File: config.mk
export PLATFORM = sky130hd
export DESIGN_NAME = nexys_starship_spawn_ctrl
export DESIGN_NICKNAME = d
export VERILOG_FILES = /design/src/rtl/nexys_starship_spawn_ctrl.sv
export SDC_FILE = /design/constraint.sdc
export NUM_CORES = 1
export LEC_CHECK = 0
export BUFFER_PORTS_ARGS = -buffer_cell sky130_fd_sc_hd__buf_2
export CAP_MARGIN = 10
export CORE_ASPECT_RATIO = 0.6
export CORE_MARGIN = 2
export CORE_UTILIZATION = 25
export DETAILED_ROUTE_END_ITERATION = 7
export GPL_TIMING_DRIVEN = 0
export PLACE_DENSITY = 0.49
export REMOVE_ABC_BUFFERS = 1
export SLEW_MARGIN = 10
export SYNTH_ARGS = -nofsm -noshare
export SYNTH_HDL_FRONTEND = slang
export SYNTH_SLANG_ARGS = --single-unit
File: constraint.sdc
create_clock -name Clk -period 13.5 [get_ports Clk]
set_clock_uncertainty 0.15 [all_clocks]
set_input_delay 1.35 -clock Clk [delete_from_list [all_inputs] [get_ports Clk]]
set_output_delay 1.35 -clock Clk [all_outputs]
set_load 0.05 [all_outputs]
File: src/rtl/nexys_starship_spawn_ctrl.sv
// Spawn scheduler: round-robin one-spawn-per-tick arbiter with cooldown, occupancy cap,
// monster ageing/timeouts, lives and game state. All outputs registered (1-cycle latency), no backpressure.
module nexys_starship_spawn_ctrl #(
    parameter int MAX_ACTIVE     = 2,
    parameter int COOLDOWN_TICKS = 4,
    parameter int TIMEOUT_TICKS  = 32,
    parameter int LIVES          = 3
) (
    input  logic       Clk,
    input  logic       Reset,
    input  logic       start,
    input  logic       tick,
    input  logic       top_random,
    input  logic       btm_random,
    input  logic       left_random,
    input  logic       right_random,
    input  logic [3:0] kill,
    output logic [3:0] spawn,
    output logic [3:0] hit,
    output logic [3:0] active,
    output logic [2:0] lives,
    output logic       running,
    output logic       game_over
);
    // State bits double as the running/game_over outputs.
    localparam logic [1:0] ST_IDLE = 2'b00;
    localparam logic [1:0] ST_RUN  = 2'b01;
    localparam logic [1:0] ST_OVER = 2'b10;

    localparam logic [2:0] MAX_ACT_W  = 3'(MAX_ACTIVE);
    localparam logic [7:0] COOLDOWN_W = 8'(COOLDOWN_TICKS);
    localparam logic [7:0] TIMEOUT_W  = 8'(TIMEOUT_TICKS);
    localparam logic [2:0] LIVES_W    = 3'(LIVES);

    logic [1:0]      state_q, state_d;
    logic [3:0]      spawn_q, spawn_d;
    logic [3:0]      hit_q, hit_d;
    logic [3:0]      active_q, active_d;
    logic [2:0]      lives_q, lives_d;
    logic [7:0]      cd_q, cd_d;
    logic [1:0]      rr_q, rr_d;
    logic [3:0][7:0] age_q, age_d;

    logic            run;
    logic [3:0]      req, timeout, kill_eff, hit_vec;
    logic [2:0]      n_act, loss, lives_after;
    logic            gnt_vld, grant;
    logic [1:0]      gnt_idx, idx;
    logic [3:0][7:0] age_inc;

    always_comb begin
        run      = (state_q == ST_RUN);
        req      = {right_random, left_random, btm_random, top_random} & ~active_q;
        gnt_vld  = 1'b0;
        gnt_idx  = 2'd0;
        idx      = 2'd0;
        n_act    = 3'd0;
        loss     = 3'd0;
        age_inc  = '0;
        timeout  = 4'd0;
        for (int k = 1; k <= 4; k++) begin
            idx = rr_q + 2'(k);
            if (!gnt_vld && req[idx]) begin
                gnt_vld = 1'b1;
                gnt_idx = idx;
            end
        end
        kill_eff = run ? (kill & active_q) : 4'd0;
        for (int d = 0; d < 4; d++) begin
            age_inc[d] = age_q[d] + 8'd1;
            timeout[d] = run && tick && active_q[d] && (age_inc[d] == TIMEOUT_W);
            n_act      = n_act + {2'b00, active_q[d]};
        end
        // A kill landing on the timeout tick saves the ship.
        hit_vec = timeout & ~kill_eff;
        for (int d = 0; d < 4; d++) begin
            loss = loss + {2'b00, hit_vec[d]};
        end
        lives_after = (loss >= lives_q) ? 3'd0 : (lives_q - loss);
        grant = run && tick && (cd_q == 8'd0) && (n_act < MAX_ACT_W) && gnt_vld;
    end

    always_comb begin
        state_d  = state_q;
        spawn_d  = 4'd0;
        hit_d    = 4'd0;
        active_d = active_q;
        lives_d  = lives_q;
        cd_d     = cd_q;
        rr_d     = rr_q;
        age_d    = age_q;
        if (!run) begin
            if (start) begin
                state_d  = ST_RUN;
                lives_d  = LIVES_W;
                active_d = 4'd0;
                age_d    = '0;
                cd_d     = 8'd0;
                rr_d     = 2'd3;
            end
        end else begin
            for (int d = 0; d < 4; d++) begin
                if (tick && active_q[d]) begin
                    age_d[d] = age_inc[d];
                end
                if (kill_eff[d] || hit_vec[d]) begin
                    active_d[d] = 1'b0;
                    age_d[d]    = 8'd0;
                end
            end
            if (grant) begin
                cd_d = COOLDOWN_W;
                rr_d = gnt_idx;
            end else if (tick && (cd_q != 8'd0)) begin
                cd_d = cd_q - 8'd1;
            end
            hit_d   = hit_vec;
            lives_d = lives_after;
            if (lives_after == 3'd0) begin
                state_d  = ST_OVER;
                active_d = 4'd0;
            end else if (grant) begin
                spawn_d[gnt_idx]  = 1'b1;
                active_d[gnt_idx] = 1'b1;
                age_d[gnt_idx]    = 8'd0;
            end
        end
    end

    always_ff @(posedge Clk or negedge Reset) begin
        if (!Reset) begin
            state_q  <= ST_IDLE;
            spawn_q  <= 4'd0;
            hit_q    <= 4'd0;
            active_q <= 4'd0;
            lives_q  <= 3'd0;
            cd_q     <= 8'd0;
            rr_q     <= 2'd3;
            age_q    <= '0;
        end else begin
            state_q  <= state_d;
            spawn_q  <= spawn_d;
            hit_q    <= hit_d;
            active_q <= active_d;
            lives_q  <= lives_d;
            cd_q     <= cd_d;
            rr_q     <= rr_d;
            age_q    <= age_d;
        end
    end

    assign spawn     = spawn_q;
    assign hit       = hit_q;
    assign active    = active_q;
    assign lives     = lives_q;
    assign running   = state_q[0];
    assign game_over = state_q[1];
endmodule

**Word level (Yosys, flattened, before mapping)**

Index checks and enable logic that the tools add are counted.

- Add/subtract/negate cells: 15
- Order comparisons: 8
- Equality and inequality tests: 8
- Muxes and demuxes: 66
- Bitwise logic cells: 8
- Reduce and logical (&&, ||, !) cells: 35

Operator list:

| kind | count |
|---|---|
| $mux 8 | 17 |
| $mux 32 | 4 |
| $mux 4 | 9 |
| $add 8x1->8 const B | 4 |
| $and 32x32->32 | 1 |
| $eq 8x6->1 const B | 4 |
| $not 32->32 | 1 |
| $logic_and 1x1->1 | 21 |
| $mux 2 | 10 |
| $mux 1 | 17 |
| $demux 8 s2 | 1 |
| $lt 2x3->1 const B | 5 |
| $and 4x4->4 | 3 |
| $mux 3 | 3 |
| $bmux 1 s2 | 4 |
| $logic_not 8->1 | 1 |
| $not 4->4 | 2 |
| $reduce_bool 8->1 | 1 |
| $sub 8x1->8 const B | 1 |
| $add 2x1->3 | 2 |
| $add 3x1->3 | 2 |
| $reduce_and 2->1 | 3 |
| $add 1x1->2 | 2 |
| $add 2x2->2 const B | 2 |
| other kinds (14) | 20 |

- Flip-flop bits (word level): 59
- Input port bits: 12
- Output and inout port bits: 17

**Depth between registers and ports, before layout**

Gate-level depths: netlist of the first run.

- Depth after elaboration: 23
- Mapped depth: 17
- Depth with buffers taken out: 16

**Worst setup path before layout of the first run**

Ideal clock, no wire load.

- Path kind: in2reg
- Start point: in tick
- End point: reg age_q[29] in the netlist's numbering
- Arrival time: 5.382 ns
- Data required time: 13.225 ns
- Setup slack: 7.843 ns
- Stages on the path: 17
- Path through: and2_1 buf_2 nand4_1 nor4_1 o211a_1 fa_1 ha_1 ha_1 inv_1 fa_1 or4b_1 o21ai_0 or3_1 or4_4 buf_6 a211oi_2 nor3_1

- Longest elaborated chain between the ends: 12
- Elaborated cells between the ends (all ways): 29

RTL lines:

| element | RTL line | RTL |
|---|---|---|
| start: declaration | 12 | `input logic tick,` |
| $logic_and 1x1->1 | 71, 80 |  |
| $logic_and 1x1->1 (2 in series) | 71 | `timeout[d] = run && tick && active_q[d] && (age_inc[d] == TIMEOUT_W);` |
| $and 4x4->4 | 75 | `hit_vec = timeout & ~kill_eff;` |
| $add 1x1->2 | 77 | `loss = loss + {2'b00, hit_vec[d]};` |
| $add 2x1->3 | 77 |  |
| $add 3x1->3 | 77 |  |
| $sub 3x3->3 or $ge 3x3->1 (tied branches) | 79 | `lives_after = (loss >= lives_q) ? 3'd0 : (lives_q - loss);` |
| $mux 3 | 79 |  |
| $logic_not 3->1 | 119 | `if (lives_after == 3'd0) begin` |
| $mux 32 * | 119 |  |
| $mux 32 * | 92 | `if (!run) begin` |
| end signal: assignment | 148 | `age_q <= age_d;` |
| end: declaration | 42 | `logic [3:0][7:0] age_q, age_d;` |

Mark *: on every way between the ends. The rest lies on a longest branch, timed or not. The select of a mux whose other input is x is not followed.
A chain may end at the register's enable or synchronous reset.

**Final worst setup path of the first run**

- Start point: in tick
- End point: reg age_q[5] in the netlist's numbering

The elaborated chain is that of the path after synthesis.

==> results of run 1 <==
## registers in the layout, summed over array words and instances (netlist names)
register  count
spawn         4
active        4
cd_q          8
lives         3
rr_q          2
age_q        32
hit           4
state_q       2
## critical path: stages
cell,delay [ns]
buf_2,0.32
and2_1,0.38
nand4_1,0.13
nor4_1,0.57
o211a_1,0.32
fa_1,0.45
ha_1,0.22
ha_1,0.28
inv_1,0.07
fa_1,0.56
or4b_1,0.12
o21ai_0,0.12
nor4_1,0.91
and4_1,0.48
nor2_1,0.20
a221o_1,0.33
## stage by stage
stage | power, mW | utilization | cell area [µm²]
after floorplan | 0.426 | - | 3780
after global routing | 0.778 | 0.295 | 4490
after CTS | 0.731 | 0.295 | 4490
final | 0.725 | 0.295 | 4490
after detailed placement | 0.513 | 0.276 | 4210
after global placement | 0.505 | 0.274 | 4170
## layout make-up
type | instances | share of cell area
Multi-Input combinational cell | 344 | 0.497
Sequential cell | 59 | 0.329
Tap cell | 203 | 0.0566
Clock buffer | 9 | 0.0502
Timing Repair Buffer | 29 | 0.0379
Inverter | 20 | 0.0167
Clock inverter | 7 | 0.0120
## final timing paths
path                       cells after the start  slack (ns)                     to              startpoint
max in group asynchronous                      2       12.03    rr_q[0]$_DFFE_PN1P_                   Reset
hold / removal                                 1        0.34  age_q[23]$_DFFE_PN0P_   age_q[23]$_DFFE_PN0P_
setup reg to reg                              15        7.03   age_q[5]$_DFFE_PN0P_  state_q[0]$_DFFE_PN0P_
hold reg to reg                                1        0.34  age_q[23]$_DFFE_PN0P_   age_q[23]$_DFFE_PN0P_
setup / recovery                              16        6.75   age_q[5]$_DFFE_PN0P_                    tick
min in group asynchronous                      2        0.86     spawn[1]$_DFF_PN0_                   Reset
## synth_stat cells (13+ instances only)
cell and n:
dfrtp_1 57, nand2_1 44, o21ai_0 27, nor2_1 26, a21oi_1 24, inv_1 20
nand3_1 20, a31oi_1 17, clkbuf_1 16, nor3_1 15, ha_1 14, nand4_1 13
## power by group
group / total (mW) / switching (mW) / internal [mW]
Combinational: 0.282 / 0.199 / 0.0830
Clock: 0.213 / 0.0882 / 0.125
Sequential: 0.230 / 0.0278 / 0.202
## cells by family after synthesis
| family | after synthesis | share of synthesized area |
|---|---|---|
| adders and majority gates | 17 | 0.0606 |
| DFF | 59 | 0.381 |
| xor gates and xnor gates | 17 | 0.0384 |
| and+or+nand+nor | 184 | 0.254 |
| buffers and inverters | 43 | 0.0451 |
| AOI/OAI and AO/OA | 124 | 0.215 |
| muxes | 2 | 0.00548 |
## layer usage
metal / global-route usage / vias to the layer above / share of wire
met5: 0 / - / 0
met4: 0.0355 / 0 / 0.010
li1: - / 1696 / -
met3: 0.0391 / 13 / 0.068
met1: 0.202 / 1675 / 0.52
met2: 0.192 / 104 / 0.40
==> results.cfg, run 1 <==
[run_status]
status = complete, no violations

[layout]
layout.cells.non_filler = 671
drive_gt1_frac = 0.126
mostFrequentLayoutCells = 57 x dfrtp_1, 44 x nand2_1, 27 x o21ai_0, 27 x buf_2, 25 x nor2_1
seqCellArea_um2 = 1480
area.growth.synth_to_final_pct = 15.7
final_common_cell = dfrtp_1
num-nets-final = 492
nFillCells = 1638
multi_input_area_um2 = 2230
diodes = 0

[synth]
synth-seq-area-share = 0.381
synth_cell_types = 64
synth_top_area_cell = dfrtp_1
async_reset_ff_frac = 1.00
synth_edf_count = 0
synth-seq-cells = 59
synthTopCellsByArea = dfrtp_1 37%, ha_1 4.5%, nand2_1 4.3%, o21ai_0 3.5%, a21oi_1 3.1%
avgSynthCellArea_um2 = 8.70
ys_warn_count = 0
synth_top_area_frac = 0.368
syn_inst = 446
synth.cell_area_um2 = 3880
yosys_most_used_dff = dfrtp_1

[timing]
fmaxAchievable_mhz = 148
setup_slack_ns = 6.75
tightestPinTransition_ns = 1.25
fin_crit_sh = 0.500
hold_slack_ns = 0.338
slew_viol_final = 0
rsz0062_at_grt = false
relSlewSlack = 0.164
tns_ns = 0
setup_viol = 0
hold_viol_final = 0
finalCriticalPeriod_ns = 6.75

[critical_path]
cp_max_fo = 16
cp.required_ns = 13.56
cp-start-kind = primary input
endpoint_kind = flop
path_class = in -> reg
worstPathArrival_ns = 6.81

[pwr]
powerDensity_nw_per_um2 = 161
ir_drop_uv = 72.9
p_leak_nw = 1.93

[cts]
cts_sinks = 59
clk_pin_slew_worst_paths_ns = 0.05
cts_buffers = 9
cts_root_buffer = clkbuf_16
cts_setup_buffers = 0
cts_buffer_depth = 2
cts_resized = 0
clk-insertion-delay-late_ns = 0.33
ctsHtreeMaxLevel = 3
holdBufCountCts = 0
cts_tree = done

[routing]
drc_errors = 0
finalWirelength_mm = 10.7
drtAntennaViolNets = 0
dr.pass1.iters = 5
drt_first_iter_violations = 198
wire_per_inst_um = 15.9
viasPerCell = 5.20
vias = 3488

[floorplanning]
row_count = 35
initial_core_util = 0.255
pin_count = 29
dieArea_um2 = 16600
die_x_um = 165
die_h_um = 101
core_um2 = 15200

[global_routing]
antenna_found_initial = 0
grt_overflow = 0
grt_max_degree = 60
grt_pass1_wl_mm = 17.5
grt.total_usage = 0.136
grt_pass1_vias = 3373

[place]
dp_hpwl_mm = 7.51
pre_cts_slack_ns = 6.63
place_congestion = 0.821
port_buffers = 28
placedCellCount = 655

[worst_hold_path]
hold_class = reg -> reg

[run]
cap_violations = 0
(Power assumes the default switching activity.)
==> inputs of run 2 (changes only) <==
Settings changed: PLACE_DENSITY 0.49 to 0.5.
Clock period 13.5 ns to 6 ns, I/O delays scaled along.
==> run 2 against run 1 <==
  * First-iteration DRC count shrank 18%
  * Die area unchanged
  * Count of clock-buffer cells in the layout grew 2
  * Sequential share of layout area shrank 0.38 points
  * Final cell count rose by 0.30%
  * Largest cell class unchanged
  * Via count unchanged
  * Largest power group unchanged
  * Critical path depth did not move
==> results.cfg, run 2 (same netlist as run 1, synthesis figures left out) <==
[cts]
cts_buffer_depth = 2
cts_sinks = 59
clk-insertion-delay-late_ns = 0.33
holdBufCountCts = 0
cts_tree = done
clk_pin_slew_worst_paths_ns = 0.05
cts_buffers = 9
cts_root_buffer = clkbuf_16
ctsHtreeMaxLevel = 3

[layout]
num-nets-final = 494
drive_gt1_frac = 0.140
regMostFlops = age_q
largest_reg_flops = 32
largest_registers = age_q x32, cd_q x8
nFillCells = 1606
area.growth.synth_to_final_pct = 17.1
fin_util = 0.298
final_common_cell = dfrtp_1
diodes = 0
mostFrequentLayoutCells = 57 x dfrtp_1, 44 x nand2_1, 27 x o21ai_0, 27 x buf_2

[floorplanning]
initial_core_util = 0.255
die_h_um = 101
pin_count = 29
die_x_um = 165
core_um2 = 15200
row_count = 35
dieArea_um2 = 16600

[timing]
finalCriticalPeriod_ns = 5.73
hold_slack_ns = 0.101
slew_viol_final = 0
fin_crit_sh = 0.955
tns_ns = 0
hold_viol_final = 0
setup_viol = 0
tightestPinTransition_ns = 0.916
relSlewSlack = 0.389
fmaxAchievable_mhz = 175

[routing]
finalWirelength_mm = 10.8
wire_per_inst_um = 16.0
vias = 3488
drt_first_iter_violations = 162
drc_errors = 0
dr.pass1.iters = 4
drtAntennaViolNets = 0
viasPerCell = 5.18

[run_status]
status = complete, no violations

[critical_path]
cp-start-kind = flop
cp_max_fo = 9
cp.required_ns = 6.06
cp_slowest_cell = or4_4
path_class = reg -> reg
path_common_cell = ha_1
cp_top_family = adder cells
critical-path-max-stage-delay_ns = 0.66
worstPathCellList = ha_1 > a31o_2 > a2111oi_0 > nand4_1 > a31oi_2 > fa_1 > ha_1 > ha_1 > inv_1 > fa_1 > or4b_1 > o21ai_0 > or3_1 > or4_4 > a31oi_2 > a21oi_1
endpoint_kind = flop
worstPathArrival_ns = 5.78
critPathBufInv = 1

[global_routing]
grt_overflow = 0
grt.total_usage = 0.139
grt_pass1_vias = 3311
antenna_found_initial = 0
grt_max_degree = 60
grt_pass1_wl_mm = 17.7

[place]
port_buffers = 28
place_congestion = 0.820
dp_hpwl_mm = 7.62

[pwr]
report.power.total_mw = 1.66
p_leak_nw = 1.97
ir_drop_uv = 201
powerDensity_nw_per_um2 = 365

[worst_hold_path]
hold_class = in -> async

[run]
cap_violations = 0
[run 2: cell count changes in the layout (fill, tap and decap cells not counted), sizes merged]
cell,before,now
buf,29,31
clkbuf,9,11
clkinv,3,4
clkinvlp,3,1
inv,21,20
[run 2: worst paths after layout]
path | startpoint | endpoint | slack [ns] | cells past startpoint
worst max-delay path | age_q[8]$_DFFE_PN0P_ | age_q[24]$_DFFE_PN0P_ | 0.27 | 16
worst min-delay path | Reset | age_q[31]$_DFFE_PN0P_ | 0.10 | 2
worst max register to register | age_q[8]$_DFFE_PN0P_ | age_q[24]$_DFFE_PN0P_ | 0.27 | 16
worst min register to register | age_q[23]$_DFFE_PN0P_ | age_q[23]$_DFFE_PN0P_ | 0.34 | 1
max in group asynchronous | Reset | rr_q[0]$_DFFE_PN1P_ | 5.28 | 2
min in group Clk | age_q[23]$_DFFE_PN0P_ | age_q[23]$_DFFE_PN0P_ | 0.34 | 1
[run 2: through the flow]
step                area [µm²]  cells  setup slack, ns
global placement          4170    654           -0.327
global route              4540    673          -0.0139
finish                    4540    673            0.273
floorplan                 3780    423            0.715
CTS                       4500    671            0.168
detailed placement        4210    655           -0.279
[run 2: report_power, final]
part,leakage [nW],internal [mW],switching (mW)
logic,1.03,0.200,0.455
registers,0.800,0.455,0.0651
clock network,0.141,0.298,0.185
total,1.97,0.953,0.705
[run 2: worst register-to-register path: stages, from the launching register on]
cell and delay (ns):
dfrtp_1 0.45, ha_1 0.30, a31o_2 0.22, a2111oi_0 0.46
nand4_1 0.27, a31oi_2 0.30, fa_1 0.48, ha_1 0.23
ha_1 0.27, inv_1 0.07, fa_1 0.56, or4b_1 0.13
o21ai_0 0.20, or3_1 0.53, or4_4 0.66, a31oi_2 0.23
a21oi_1 0.10
[run 2: cell type report]
| class | instances | area (µm²) | share of cell area |
|---|---|---|---|
| multi-input cells | 344 | 2270 | 0.500 |
| flip-flops and latches | 59 | 1480 | 0.326 |
| well taps | 203 | 254 | 0.0559 |
| clock buffers | 11 | 253 | 0.0556 |
| repair buffers | 31 | 185 | 0.0408 |
| inverters | 20 | 75.1 | 0.0165 |
| clock inverters | 5 | 27.5 | 0.00606 |
[run 2: timing repair]
| action | CTS | global route |
|---|---|---|
| pin swaps | 0 | 1 |
| buffers inserted | 0 | 2 |
| resized for setup | 1 | 6 |
| endpoints found under the setup margin | 2 | 24 |
[run 2: per-layer routing]
metal / track usage / vias to the layer above / share of wire
met5: 0 / - / 0
met4: 0.0368 / 0 / 0.0069
met3: 0.0354 / 10 / 0.047
met2: 0.188 / 75 / 0.40
met1: 0.214 / 1701 / 0.54
li1: - / 1702 / -
